[config.mk]
export PLATFORM = sky130hd
export DESIGN_NAME = execute_alu_pipe
export DESIGN_NICKNAME = d
export VERILOG_FILES = /design/src/rtl/execute_alu_pipe.sv
export SDC_FILE = /design/constraint.sdc
export NUM_CORES = 1
export LEC_CHECK = 0
export CAP_MARGIN = 20
export CORE_MARGIN = 2
export CORE_UTILIZATION = 40
export CTS_BUF_LIST = sky130_fd_sc_hd__clkbuf_4 sky130_fd_sc_hd__clkbuf_8
export CTS_CLUSTER_DIAMETER = 100
export CTS_CLUSTER_SIZE = 20
export DETAILED_ROUTE_END_ITERATION = 10
export DONT_BUFFER_PORTS = 1
export GPL_TIMING_DRIVEN = 0
export PLACE_DENSITY_LB_ADDON = 0.1
export SKIP_CTS_REPAIR_TIMING = 1
export SYNTH_ARGS = -nofsm -noshare
export SYNTH_HDL_FRONTEND = slang
export SYNTH_SLANG_ARGS = --single-unit
[constraint.sdc]
create_clock -name clk -period 4.9 [get_ports clk]
set_input_delay 0.735 -clock clk [delete_from_list [all_inputs] [get_ports clk]]
set_output_delay 0.735 -clock clk [all_outputs]
set_load 0.01 [all_outputs]
[src/rtl/execute_alu_pipe.sv]
// Pipelined RV integer ALU (OP / OP-IMM) for the execute stage.
// Valid/ready on both sides, global-enable pipeline of STAGES registers, synchronous flush.
module execute_alu_pipe #(
    parameter int XLEN   = 32,
    parameter int STAGES = 1
) (
    input  logic            clk,
    input  logic            reset,
    input  logic            flush,
    input  logic [6:0]      decode_opcode,
    input  logic [2:0]      decode_funct3,
    input  logic [6:0]      decode_funct7,
    input  logic [XLEN-1:0] decode_imm,
    input  logic [XLEN-1:0] read_rs1_val,
    input  logic [XLEN-1:0] read_rs2_val,
    input  logic            read_valid,
    output logic            processing,
    output logic            read_ready,
    output logic            out_valid,
    input  logic            out_ready,
    output logic [XLEN-1:0] rd_val_out
);

    localparam int         SHW        = $clog2(XLEN);
    localparam logic [6:0] OPC_OP     = 7'b0110011;
    localparam logic [6:0] OPC_OP_IMM = 7'b0010011;

    typedef enum logic [3:0] {
        OP_ADD, OP_SUB, OP_SLL, OP_SLT, OP_SLTU,
        OP_XOR, OP_SRL, OP_SRA, OP_OR, OP_AND, OP_NONE
    } alu_op_e;

    alu_op_e         op_sel;
    logic            is_imm;
    logic            shamt_hi_ok;
    logic [XLEN-1:0] op_b;
    logic [SHW-1:0]  shamt;
    logic [XLEN-1:0] alu_res;
    logic            accept;

    logic [STAGES-1:0] valid_q, valid_d;
    logic [XLEN-1:0]   data_q [STAGES];
    logic [XLEN-1:0]   data_d [STAGES];

    // An RV32 shift immediate with bit 5 set is an illegal encoding, not a wide shift.
    assign shamt_hi_ok = (XLEN == 64) || !decode_funct7[0];

    // NOTE: every combinational output gets a default first so no path can infer a latch.
    always_comb begin
        op_sel = OP_NONE;
        is_imm = 1'b0;
        if (decode_opcode == OPC_OP) begin
            case ({decode_funct7, decode_funct3})
                10'b0000000_000: op_sel = OP_ADD;
                10'b0100000_000: op_sel = OP_SUB;
                10'b0000000_001: op_sel = OP_SLL;
                10'b0000000_010: op_sel = OP_SLT;
                10'b0000000_011: op_sel = OP_SLTU;
                10'b0000000_100: op_sel = OP_XOR;
                10'b0000000_101: op_sel = OP_SRL;
                10'b0100000_101: op_sel = OP_SRA;
                10'b0000000_110: op_sel = OP_OR;
                10'b0000000_111: op_sel = OP_AND;
                default:         op_sel = OP_NONE;
            endcase
        end else if (decode_opcode == OPC_OP_IMM) begin
            is_imm = 1'b1;
            case (decode_funct3)
                3'b000: op_sel = OP_ADD;
                3'b010: op_sel = OP_SLT;
                3'b011: op_sel = OP_SLTU;
                3'b100: op_sel = OP_XOR;
                3'b110: op_sel = OP_OR;
                3'b111: op_sel = OP_AND;
                3'b001: begin
                    if (decode_funct7[6:1] == 6'b000000 && shamt_hi_ok)
                        op_sel = OP_SLL;
                end
                3'b101: begin
                    if (shamt_hi_ok) begin
                        if (decode_funct7[6:1] == 6'b000000)
                            op_sel = OP_SRL;
                        else if (decode_funct7[6:1] == 6'b010000)
                            op_sel = OP_SRA;
                    end
                end
                default: op_sel = OP_NONE;
            endcase
        end
    end

    assign op_b  = is_imm ? decode_imm : read_rs2_val;
    assign shamt = op_b[SHW-1:0];

    always_comb begin
        alu_res = '0;
        case (op_sel)
            OP_ADD:  alu_res = read_rs1_val + op_b;
            OP_SUB:  alu_res = read_rs1_val - op_b;
            OP_SLL:  alu_res = read_rs1_val << shamt;
            OP_SLT:  alu_res = {{(XLEN-1){1'b0}}, ($signed(read_rs1_val) < $signed(op_b))};
            OP_SLTU: alu_res = {{(XLEN-1){1'b0}}, (read_rs1_val < op_b)};
            OP_XOR:  alu_res = read_rs1_val ^ op_b;
            OP_SRL:  alu_res = read_rs1_val >> shamt;
            OP_SRA:  alu_res = $signed(read_rs1_val) >>> shamt;
            OP_OR:   alu_res = read_rs1_val | op_b;
            OP_AND:  alu_res = read_rs1_val & op_b;
            default: alu_res = '0;
        endcase
    end

    assign processing = (op_sel != OP_NONE) && read_valid;
    assign read_ready = !valid_q[STAGES-1] || out_ready;
    assign accept     = processing && read_ready && !flush;

    // Global enable: all stages shift together; empty slots travel as bubbles.
    always_comb begin
        valid_d = valid_q;
        data_d  = data_q;
        if (read_ready) begin
            valid_d[0] = accept;
            data_d[0]  = alu_res;
            for (int i = 1; i < STAGES; i++) begin
                valid_d[i] = valid_q[i-1];
                data_d[i]  = data_q[i-1];
            end
        end
        if (flush)
            valid_d = '0;
    end

    // NOTE: sequential state uses non-blocking assignments so every register samples pre-edge values.
    always_ff @(posedge clk) begin
        if (reset)
            valid_q <= '0;
        else
            valid_q <= valid_d;
    end

    // NOTE: only the visible output register is reset; inner data stages are qualified by valid bits.
    always_ff @(posedge clk) begin
        if (reset)
            data_q[STAGES-1] <= '0;
        else
            data_q <= data_d;
    end

    assign out_valid  = valid_q[STAGES-1];
    assign rd_val_out = data_q[STAGES-1];

endmodule

Word level (Yosys, flattened, before mapping)

Index checks and enable logic that the tools add are counted.

Muxes and demuxes: 12
Reductions and logical operators: 13
Order comparisons: 2
$add $sub $neg: 2
Bitwise logic cells: 3
Eq/ne operators: 29
Shifts and indexed selects: 3

Operators with widths:

| kind                | number |
|---|---|
| $pmux 32 s10        | 1 |
| $lt 32x32->1        | 2 |
| $eq 10x3->1 const B | 4 |
| $pmux 4 s10         | 1 |
| $add 32x32->32      | 1 |
| $and 32x32->32      | 1 |
| $mux 32             | 1 |
| $or 32x32->32       | 1 |
| $pmux 4 s8          | 1 |
| $shl 32x5->32       | 1 |
| $shr 32x5->32       | 1 |
| $sshr 32x5->32      | 1 |
| $sub 32x32->32      | 1 |
| $xor 32x32->32      | 1 |
| $mux 4              | 6 |
| $eq 10x2->1 const B | 2 |
| $eq 10x9->1 const B | 2 |
| $eq 4x3->1 const B  | 4 |
| $eq 3x3->1 const B  | 4 |
| $eq 10x1->1 const B | 1 |
| $logic_not 10->1    | 1 |
| $eq 4x2->1 const B  | 2 |
| $eq 4x4->1 const B  | 2 |
| $eq 7x5->1 const B  | 1 |
| 14 further kinds    | 21 |

Output and inout port bits: 35
Bits in registers: 33
Logic and storage cells: 66
Input port bits: 118

Logic depth before layout (Yosys ltp)

Word-level depth: 11
Depth in mapped cells: 20

Worst setup path after synthesis

Ideal clock, no wire load.

Path kind: input to register
Start point: in decode_opcode[6]
End point: reg data_q (netlist bit rd_val_out[26])
Path buffers: 4
Arrival time: 5.045 ns
Stages on the path: 20
Slack: -0.267 ns
Setup time: 0.122 ns
Cells stage by stage: and4b_1 -> buf_4 -> nand3_1 -> nand2_4 -> buf_2 -> buf_6 -> clkbuf_1 -> ha_1 -> inv_1 -> fa_1 -> nor2b_1 -> o21ai_0 -> and2_1 -> o31ai_1 -> o41ai_1 -> o31a_1 -> a2111oi_0 -> nor2_1 -> xnor2_1 -> a311o_1

Cells in the longest elaborated chain, start to end: 6
Elaborated cells on any way between the ends: 26
Those cells by class: add/sub: 2; eq/ne: 11; shift: 3; mux: 6; bitwise: 3; reduce/logical: 1

Ends and longest elaborated chain:

| element                                      | RTL line | source |
|---|---|---|
| start, declared                              | 10       | `input logic [6:0] decode_opcode,` |
| $eq 7x5->1                                   | 66       | `end else if (decode_opcode == OPC_OP_IMM) begin` |
| $mux 1                                       | 66       |  |
| $mux 1                                       | 52       | `if (decode_opcode == OPC_OP) begin` |
| $mux 32                                      | 92       | `assign op_b = is_imm ? decode_imm : read_rs2_val;` |
| $sub 32x32->32, or another cell as far along | 99       | `OP_SUB: alu_res = read_rs1_val - op_b;` |
| $pmux 32 s10 *                               | 97       | `case (op_sel)` |
| end signal, assigned                         | 145      | `data_q <= data_d;` |
| end, declared                                | 42       | `logic [XLEN-1:0] data_q [STAGES];` |

Every way passes the cells marked *; elsewhere a longest branch is shown, timed or not.
A chain may end at the register's enable or synchronous reset.

Final worst setup path

Start point: in decode_opcode[6]
End point: reg data_q (netlist bit rd_val_out[30])

Same word-level chain as after synthesis.

==> results.sh <==
export IMPL_grtUsageTotal_pct=49.9
export IMPL_synth_area_um2=11800
export IMPL_cts_root_buf="clkbuf_8"
export IMPL_syn_avg_cell_area_um2=6.46
export IMPL_rsz0062_at_grt="true"
export IMPL_powerDensity_nw_per_um2=145
export IMPL_max_clock_path_buffers=2
export IMPL_viasPerCell=7.49
export IMPL_ys_types=108
export IMPL_die_area_um2=31000
export IMPL_grt_met3_usage_pct=19.8
export IMPL_setup_tns_final_ns=-0.405
export IMPL_drtAntennaViolNets=0
export IMPL_grt_max_degree=12
export IMPL_ir_drop_mv=0.0883
export IMPL_place_ws_ns=-2.38
export IMPL_num_vias=16800
export IMPL_portBuffers=0
export IMPL_cts_made_buffers=5
export IMPL_met1_usage_pct=64.9
export IMPL_dpl_hpwl_mm=64.1
export IMPL_r2r_setup_slack_ns=1.46
export IMPL_crit_path_start_kind="input port"
export IMPL_ys_seq_elements=33
export IMPL_crit_required_ns=5.13
export IMPL_outcome="complete, but fails checks"
export IMPL_crit_family="simple AND/OR/NAND/NOR gates"
export IMPL_nets=2066
export IMPL_finalHoldViolations=0
export IMPL_r2r_end="rd_val_out[6]$_SDFFE_PP0N_"
export IMPL_place_congestion=1.13
export IMPL_fp_row_count=62
export IMPL_cp_max_fo=10
export IMPL_p_leak_nw=5.16
export IMPL_syn_num_nets=2042
export IMPL_synthDominantCellAreaShare_pct=9.73
export IMPL_first_pass_iters=6
export IMPL_first_global_vias=15500
export IMPL_busiest_layer="met2"
export IMPL_drive_above_1_share_pct=12.6
export IMPL_yosysWarningCount=0
export IMPL_worst_slack_ns=-0.213
export IMPL_skew_ns=0.0164
export IMPL_worstMarginPinSlew_ns=1.31
export IMPL_drt_iter0_markers=2816
export IMPL_clk_pin_slew_ns=0.09
export IMPL_ios=153
export IMPL_fmax_mhz=196
export IMPL_drc_errors=0
export IMPL_ys_seq_area_share_pct=5.59
export IMPL_num_antenna_cells=0
export IMPL_crit_arrival_ns=5.34
export IMPL_cpMaxStageDelayCell="o211ai_1"
export IMPL_worstRegToRegCells=8
export IMPL_ys_top_cells_by_area="ha_1, nand2_1, a21oi_1, dfxtp_1, o21ai_0"
export IMPL_cts_htree_levels=2
export IMPL_ys_async_sr_fraction_pct=0
export IMPL_numClockSinks=33
export IMPL_synth_edff_count=0
export IMPL_finalCritPeriodShare_pct=104
export IMPL_core_region_area_um2=28900
export IMPL_crit_type="in -> reg"
export IMPL_hold_class="in -> reg"
export IMPL_relSlewSlack_pct=11.8
export IMPL_finalMaxSlewViolations=0
export IMPL_antenna_found_initial=1
export IMPL_worstSkewPairLatency_ns=0.35
export IMPL_finalSetupViolCount=5
export IMPL_end_kind="flop"
export IMPL_finalCriticalPeriod_ns=5.11
export IMPL_grt_pass1_wl_mm=111
export IMPL_die_w_um=176
export IMPL_cts_tree="built"
export IMPL_wire_per_inst_um=35.7
export IMPL_whs_path_depth=1
export IMPL_post_route_util_pct=45.7
export IMPL_hold_start="reset"
export IMPL_whs_endpoint="out_valid$_SDFFE_PP0N_"
export IMPL_routed_wl_mm=79.9
export IMPL_p_total_mw=1.91
export IMPL_synthFlopType="dfxtp_1"
export IMPL_cpPeakStageDelay_ns=0.61
export IMPL_r2r_start="out_valid$_SDFFE_PP0N_"
export IMPL_path_depth=19
export IMPL_synth_top_cell_by_area="ha_1"
export IMPL_use_met2_pct=70.3
export IMPL_initial_utilization_pct=40.9
export IMPL_syn_inst=1831
export IMPL_die_h_um=176
export IMPL_area_delta_synth_final_pct=11.9
export IMPL_cap_violations=0
export IMPL_grt_overflow_total=0
export IMPL_violations="negative setup slack"
export IMPL_path_buf_inv=6
export IMPL_path_cells="nand4b_4, clkbuf_2, nor2_4, buf_12, buf_6, nand2_1, nand2_1, inv_1, ha_4, buf_4, nor4_4, buf_4, nand2_2, or4_1, o211ai_1, a221o_1, mux2i_1, o221ai_1, o221a_2"
## metal layers
metal	share of wire, %	vias up
li1	-	6912
met1	38	7905
met2	39	1619
met3	16	350
met4	7.2	0
met5	0	-
## through the flow
step                      instances  cell area [um^2]  hold WS, ns
after floorplan                1831             11800        0.474
after global placement         2215             12300        0.493
after detailed placement       2223             12400        0.495
after CTS                      2231             12500        0.470
after global routing           2240             13200        0.461
final                          2240             13200        0.463
## report_power, final
group | total [mW] | leakage [nW] | internal, mW | switching [mW]
Combinational | 1.33 | 4.83 | 0.412 | 0.916
Clock | 0.316 | 0.0619 | 0.172 | 0.144
Sequential | 0.269 | 0.266 | 0.268 | 0.000425
## layout by cell type (no fill, tap or decap), types with 17 or more instances in the layout
master    synthesis  layout
nand2b_1         28      27
a21oi_1         160     156
o211ai_1         35      35
dfxtp_1          33      33
nand3_1          51      49
buf_4            10      40
a211oi_1         61      59
o21ai_0         128     124
a21o_1           21      21
ha_1             92      82
clkbuf_1         80      53
a31oi_1          19      18
mux2i_1          48      48
nand2_1         234     232
nor3_1           93      89
inv_1           102      98
mux2_2           19      19
nor2_1          148     146
nor4_1           21      17
buf_2            34      32
## worst max-delay path by stage
| stage | start | slack (ns) | to |
|---|---|---|---|
| after floorplan | decode_opcode[6] | 0.06 | rd_val_out[26]$_SDFFE_PP0N_ |
| after global placement | decode_opcode[6] | -2.25 | rd_val_out[31]$_SDFFE_PP0N_ |
| after detailed placement | decode_opcode[6] | -2.38 | rd_val_out[30]$_SDFFE_PP0N_ |
| after CTS | decode_opcode[6] | -2.03 | rd_val_out[30]$_SDFFE_PP0N_ |
| after global routing | decode_opcode[5] | -0.27 | rd_val_out[30]$_SDFFE_PP0N_ |
| final | decode_opcode[6] | -0.21 | rd_val_out[30]$_SDFFE_PP0N_ |
## cells in the mapped netlist (all sizes together) (21+ instances only)
| cell | instances |
|---|---|
| nor3 | 97 |
| dfxtp | 33 |
| nand2b | 28 |
| nand3 | 53 |
| o211ai | 35 |
| a21oi | 162 |
| mux2i | 48 |
| clkbuf | 80 |
| o21ai | 137 |
| nand2 | 236 |
| buf | 60 |
| nor4 | 22 |
| a21o | 21 |
| nor2 | 150 |
| a211oi | 62 |
| ha | 92 |
| inv | 106 |
## kinds of logic after synthesis
| kind of cell | share of synthesized area (%) |
|---|---|
| AOI/OAI and AO/OA | 39.8 |
| xor gates and xnor gates | 1.48 |
| adders and majority gates | 9.90 |
| buffers and inverters | 8.58 |
| DFF | 5.59 |
| muxes | 7.21 |
| and+or+nand+nor | 27.5 |
## final cells by class
cell class	instances	area (um^2)
Clock buffer	7	90.1
Buffer	125	672
Fill cell	3120	15700
Inverter	107	412
Tap cell	384	480
Sequential cell	33	661
Clock inverter	1	30.0
Multi-Input combinational cell	1551	10600
Timing Repair Buffer	32	246
## sequential cells by signal (all words and copies together) (netlist names)
register / flops
rd_val_out: 32
out_valid: 1
Power figures use the tool's default switching activity.
